### src/rtl/seqdet_pkg.sv
// seqdet_pkg: shared types and constants for the serial pattern scan engine.
package seqdet_pkg;

   typedef enum logic {IDLE, SHIFT} state_e;

   localparam logic [4:0] DEF_PATTERN = 5'b10010;
   localparam logic [3:0] DEF_LEN     = 4'd5;

   function automatic logic len_ok(input logic [3:0] len, input int pat_max);
      return (len != 4'd0) && (int'(len) <= pat_max);
   endfunction

endpackage

### src/rtl/seqdet_match_core.sv
// seqdet_match_core: bit history, fill level and masked pattern compare.
// hit_d is the combinational match for the bit shifted this cycle; hit is its registered pulse.
module seqdet_match_core
   import seqdet_pkg::*;
#(
   parameter int PAT_MAX = 8
) (
   input  logic               Clk,
   input  logic               rst_n,
   input  logic               flush,
   input  logic               shift_en,
   input  logic               bit_in,
   input  logic [PAT_MAX-1:0] pattern,
   input  logic [3:0]         len,
   output logic               hit_d,
   output logic               hit
);

   localparam logic [3:0] FILL_MAX = 4'(PAT_MAX);

   logic [PAT_MAX-1:0] hist_q, hist_d, mask;
   logic [3:0]         fill_q, fill_d;
   logic               hit_q;

   assign hist_d = {hist_q[PAT_MAX-2:0], bit_in};
   assign fill_d = (fill_q == FILL_MAX) ? fill_q : fill_q + 4'd1;
   // Only the newest len history bits take part in the compare.
   assign mask   = ~({PAT_MAX{1'b1}} << len);
   assign hit_d  = shift_en & ~flush & (((hist_d ^ pattern) & mask) == '0) & (fill_d >= len);
   assign hit    = hit_q;

   always_ff @(posedge Clk or negedge rst_n) begin
      if (!rst_n) begin
         hist_q <= '0;
         fill_q <= '0;
         hit_q  <= 1'b0;
      end else if (flush) begin
         hist_q <= '0;
         fill_q <= '0;
         hit_q  <= 1'b0;
      end else begin
         hit_q <= hit_d;
         if (shift_en) begin
            hist_q <= hist_d;
            fill_q <= fill_d;
         end
      end
   end

endmodule

### src/rtl/seqdet_scan_ctrl.sv
// seqdet_scan_ctrl: accepts words, shifts them MSB-first into the match core,
// and keeps the pattern config, end-of-word pulse and saturating hit counter.
module seqdet_scan_ctrl
   import seqdet_pkg::*;
#(
   parameter int DATA_W  = 8,
   parameter int PAT_MAX = 8,
   parameter int CNT_W   = 8
) (
   input  logic               Clk,
   input  logic               rst_n,
   input  logic               clr,
   input  logic               cfg_we,
   input  logic [PAT_MAX-1:0] cfg_pattern,
   input  logic [3:0]         cfg_len,
   output logic               cfg_err,
   input  logic               in_valid,
   input  logic [DATA_W-1:0]  in_data,
   output logic               in_ready,
   output logic               bit_out,
   output logic               busy,
   output logic               hit,
   output logic               done,
   output logic [CNT_W-1:0]   hit_cnt
);

   localparam int             BW       = (DATA_W > 1) ? $clog2(DATA_W) : 1;
   localparam logic [BW-1:0]  LAST_BIT = BW'(DATA_W - 1);

   state_e             state_q;
   logic [DATA_W-1:0]  shreg_q;
   logic [BW-1:0]      bitcnt_q;
   logic [PAT_MAX-1:0] pat_q;
   logic [3:0]         len_q;
   logic [CNT_W-1:0]   cnt_q;
   logic               done_q, err_q;
   logic               idle, accept, cfg_legal, cfg_ok, hit_d;

   assign idle      = (state_q == IDLE);
   assign in_ready  = idle & ~clr;
   assign accept    = in_valid & in_ready;
   assign cfg_legal = idle & len_ok(cfg_len, PAT_MAX);
   assign cfg_ok    = cfg_we & ~clr & cfg_legal;
   assign busy      = ~idle;
   assign bit_out   = ~idle & shreg_q[DATA_W-1];
   assign done      = done_q;
   assign cfg_err   = err_q;
   assign hit_cnt   = cnt_q;

   // A successful config write flushes history so stale bits cannot match the new pattern.
   seqdet_match_core #(.PAT_MAX(PAT_MAX)) u_core (
      .Clk      (Clk),
      .rst_n    (rst_n),
      .flush    (clr | cfg_ok),
      .shift_en (~idle & ~clr),
      .bit_in   (shreg_q[DATA_W-1]),
      .pattern  (pat_q),
      .len      (len_q),
      .hit_d    (hit_d),
      .hit      (hit)
   );

   always_ff @(posedge Clk or negedge rst_n) begin
      if (!rst_n) begin
         state_q  <= IDLE;
         shreg_q  <= '0;
         bitcnt_q <= '0;
         pat_q    <= PAT_MAX'(DEF_PATTERN);
         len_q    <= DEF_LEN;
         cnt_q    <= '0;
         done_q   <= 1'b0;
         err_q    <= 1'b0;
      end else if (clr) begin
         state_q <= IDLE;
         cnt_q   <= '0;
         done_q  <= 1'b0;
         err_q   <= 1'b0;
      end else begin
         err_q  <= cfg_we & ~cfg_legal;
         done_q <= 1'b0;
         if (cfg_ok) begin
            pat_q <= cfg_pattern;
            len_q <= cfg_len;
         end
         if (hit_d && cnt_q != '1)
            cnt_q <= cnt_q + 1'b1;
         if (accept) begin
            shreg_q  <= in_data;
            bitcnt_q <= LAST_BIT;
            state_q  <= SHIFT;
         end else if (!idle) begin
            shreg_q  <= shreg_q << 1;
            bitcnt_q <= bitcnt_q - 1'b1;
            if (bitcnt_q == '0) begin
               state_q <= IDLE;
               done_q  <= 1'b1;
            end
         end
      end
   end

endmodule

### config.mk
export PLATFORM = sky130hd
export DESIGN_NAME = seqdet_scan_ctrl
export DESIGN_NICKNAME = d
export VERILOG_FILES = /design/src/rtl/seqdet_pkg.sv /design/src/rtl/seqdet_match_core.sv /design/src/rtl/seqdet_scan_ctrl.sv
export SDC_FILE = /design/constraint.sdc
export NUM_CORES = 1
export LEC_CHECK = 0
export CORE_MARGIN = 1.5
export CORE_UTILIZATION = 50
export DETAILED_ROUTE_END_ITERATION = 12
export MAX_ROUTING_LAYER = met4
export PLACE_DENSITY = 0.8
export SLEW_MARGIN = 20
export SYNTH_ARGS = -nofsm -noshare
export SYNTH_HDL_FRONTEND = slang
export SYNTH_SLANG_ARGS = --single-unit
export TNS_END_PERCENT = 100
### constraint.sdc
create_clock -name Clk -period 2.9 [get_ports Clk]
set_input_delay 0.58 -clock Clk [delete_from_list [all_inputs] [get_ports Clk]]
set_output_delay 0.58 -clock Clk [all_outputs]
set_load 0.01 [all_outputs]
==> out/qor.yml <==
status: "finished with violations"
violations: "design-rule violations"
fin_area_sq_um: 2955
async_reset_ff_share_pct: 100.0
slew_headroom_pct: 56.72
firstDrtPassIters: 10
totalPowerFinal_mw: 1.603
antenna_left: 0
cts_tree: "done"
diodes: 0
ys_types: 43
slew_violations: 0
crit_top_cell: "nand2_1"
insertion_delay_ns: 0.30
chipHeight_um: 71.54
critPathMaxStageDelay_ns: 0.44
grt_max_degree: 47
io_pins: 39
r2r_end: "hit_cnt[5]$_DFFE_PN0P_"
finClkSkew_ns: 0.006199
overflow: 0
ys.flop_type: "dfrtp_1"
power_frac_clock_pct: 29.5
grt_util_all_layers_pct: 21.17
die_x_um: 71.54
yosysTopAreaCell: "dfrtp_1"
drtIter0Drc: 130
ys_top_cells_by_area: "dfrtp_1 (45%), ha_1 (4.8%), mux2i_1 (4.7%)"
p_per_area_nw_per_um2: 542.4
cts_buffers: 5
route.detailed.drc: 2
synth_warnings: 0
gp_congestion: 0.9115
max-vdd-ir-drop_uv: 347.0
path_clk_slew_ns: 0.09
final-hold-violation-count: 0
pwr-share-seq_pct: 49.9
port_buffers: 38
drive_gt1_share_pct: 16.54
power_frac_comb_pct: 20.6
postCtsHoldBufs: 0
critPathCaptureType: "flip-flop"
dp_hpwl_um: 3428
setup_violations: 0
wl_per_cell_um: 15.03
p_sw_uw: 442.8
start_util_pct: 52.84
final.period_utilization_pct: 96.63
h-tree-depth: 2
highest_layer: "met4"
num-nets-final: 305
fin_ws_ns: 0.09785
grt_pass1_vias: 1767
path_class: "flip-flop to flip-flop"
worstRegToRegCells: 12
clockRootBuffer: "clkbuf_8"
place_inst: 310
route.met3.wl_um: 214
fin_cells: 324
grt_pass1_wl_um: 8148
ys_seq_elements: 46
path_cells: "inv_2 -> ha_1 -> nand2_1 -> nand2_1 -> mux2i_2 -> ha_2 -> o21ai_0 -> a222oi_1 -> and4_1 -> nand2_4 -> or3_1 -> a21oi_1"
n_fill_cell: 349
place_worst_setup_slack_ns: 0.1472
clock_path_buffers: 2
place_area_sq_um: 2786
holdCritPathClass: "input pin to asynchronous set/reset pin"
antenna_found_initial: 0
worstReg2RegStart: "u_core.fill_q[0]$_DFFE_PN0P_"
yosysSeqAreaShare_pct: 49.23
required_ns: 3.13
fp.dieArea_sq_um: 5117
swShare_pct: 27.62
synth-edff-count: 0
syn-num-nets: 258
whs_ns: 0.2718
layout_min_cycle_time_ns: 2.802
p_leak_nw: 1.336
internal_power_mw: 1.160
fmax_mhz: 356.9
num_vias: 1827
rrSetupSlack_ns: 0.1
setup_tns_ns: 0
wl_met1_um: 2275
critPathLaunchType: "flip-flop"
drt-total-wl_um: 4871
coreArea_sq_um: 4444
critPathMaxFanout: 12
via_per_inst: 5.639
clkSinkCount: 46
tightest_slew_ns: 0.6424
avgSynthCellArea_sq_um: 10.48
crit_path_top_delay_cell: "a222oi_1"
rows: 24
yosys.area.top_type_share_pct: 44.75
cp_top_family: "simple AND/OR/NAND/NOR gates"
netlist_area_sq_um: 2349
syn_inst: 224
path_buf_inv: 1
maxCapViolCount: 0
utilization_pct: 66.50
layout_commonest_cell: "dfrtp_1"
wl_met2_um: 2287
mostFrequentLayoutCells: "dfrtp_1 (42), clkdlybuf4s50_1 (37), o21ai_0 (20)"
worstPathArrival_ns: 3.03
syn2layout_area_growth_pct: 25.84
[worst max path at each step]
stage,endpoint,slack [ns],cells past startpoint,from
4_1_cts,hit_cnt[5]$_DFFE_PN0P_,0.11,12,u_core.fill_q[0]$_DFFE_PN0P_
6_report,hit_cnt[5]$_DFFE_PN0P_,0.1,12,u_core.fill_q[0]$_DFFE_PN0P_
2_1_floorplan,hit_cnt[7]$_DFFE_PN0P_,0.36,13,u_core.fill_q[0]$_DFFE_PN0P_
5_1_grt,hit_cnt[5]$_DFFE_PN0P_,-0.06,12,u_core.fill_q[0]$_DFFE_PN0P_
3_3_place_gp,hit_cnt[7]$_DFFE_PN0P_,0.26,12,u_core.fill_q[0]$_DFFE_PN0P_
3_5_place_dp,hit_cnt[5]$_DFFE_PN0P_,0.15,12,u_core.fill_q[0]$_DFFE_PN0P_
[layer usage]
| metal | vias up | GRT usage (%) |
|---|---|---|
| li1 | 885 | - |
| met1 | 885 | 27.83 |
| met2 | 51 | 31.36 |
| met3 | 6 | 5.345 |
| met4 | 0 | 9.015 |
| met5 | - | - |
[worst reg2reg max path, stage by stage (launching register included)]
cell and delay (ns):
dfrtp_1 0.41, inv_2 0.07, ha_1 0.19, nand2_1 0.09, nand2_1 0.08, mux2i_2 0.20, ha_2 0.21, o21ai_0 0.08
a222oi_1 0.44, and4_1 0.32, nand2_4 0.12, or3_1 0.37, a21oi_1 0.16
[power groups by stage]
| stage | sequential [mW] | combinational, mW | clock [mW] |
|---|---|---|---|
| detailed placement | 0.808 | 0.318 | 0 |
| floorplan | 0.790 | 0.220 | 0 |
| finish | 0.799 | 0.331 | 0.473 |
| CTS | 0.797 | 0.320 | 0.484 |
| global route | 0.813 | 0.369 | 0.519 |
| global placement | 0.808 | 0.309 | 0 |
[sequential cells by signal, indices dropped and copies added (netlist names), 3 cells and up]
signal         cells
shreg_q            8
u_core.fill_q      4
len_q              4
hit_cnt            8
pat_q              8
bitcnt_q           3
u_core.hist_q      7
[repair_timing]
action,in CTS,in global routing
gates resized for setup,0,4
setup endpoints to repair,0,3
hold endpoints to repair,0,0
buffers inserted,0,6
[synthesized netlist by cell type, types with 2 or more instances]
cell,number
nor3b_1,3
xor2_1,4
nand3_1,8
a22oi_1,9
nor2b_1,3
and3_1,3
nand2_1,18
a31oi_1,2
and3_2,3
xnor2_1,9
or3_1,2
a21oi_1,7
mux2_2,9
o21ai_0,20
dfrtp_1,42
dfstp_2,4
clkbuf_1,6
nor2_1,15
buf_2,2
nor3_1,3
ha_1,9
a21o_1,2
mux2i_1,11
inv_1,11
[cell families after synthesis]
family	synth area share, %
compound gates	12.89
buf+inv	3.782
fa+ha+maj	4.795
flops	49.23
mux	9.004
xor+xnor	4.848
simple gates	15.45
[cell type report]
cell class,count,area (sq um),share of cell area [%]
clock buffers,6,72.57,2.456
clock inverters,2,37.54,1.270
inverters,11,41.29,1.397
multi-input cells,157,1115,37.72
flip-flops and latches,46,1156,39.12
well taps,52,65.06,2.202
repair buffers,50,467.9,15.83
Power figures use the tool's default switching activity.
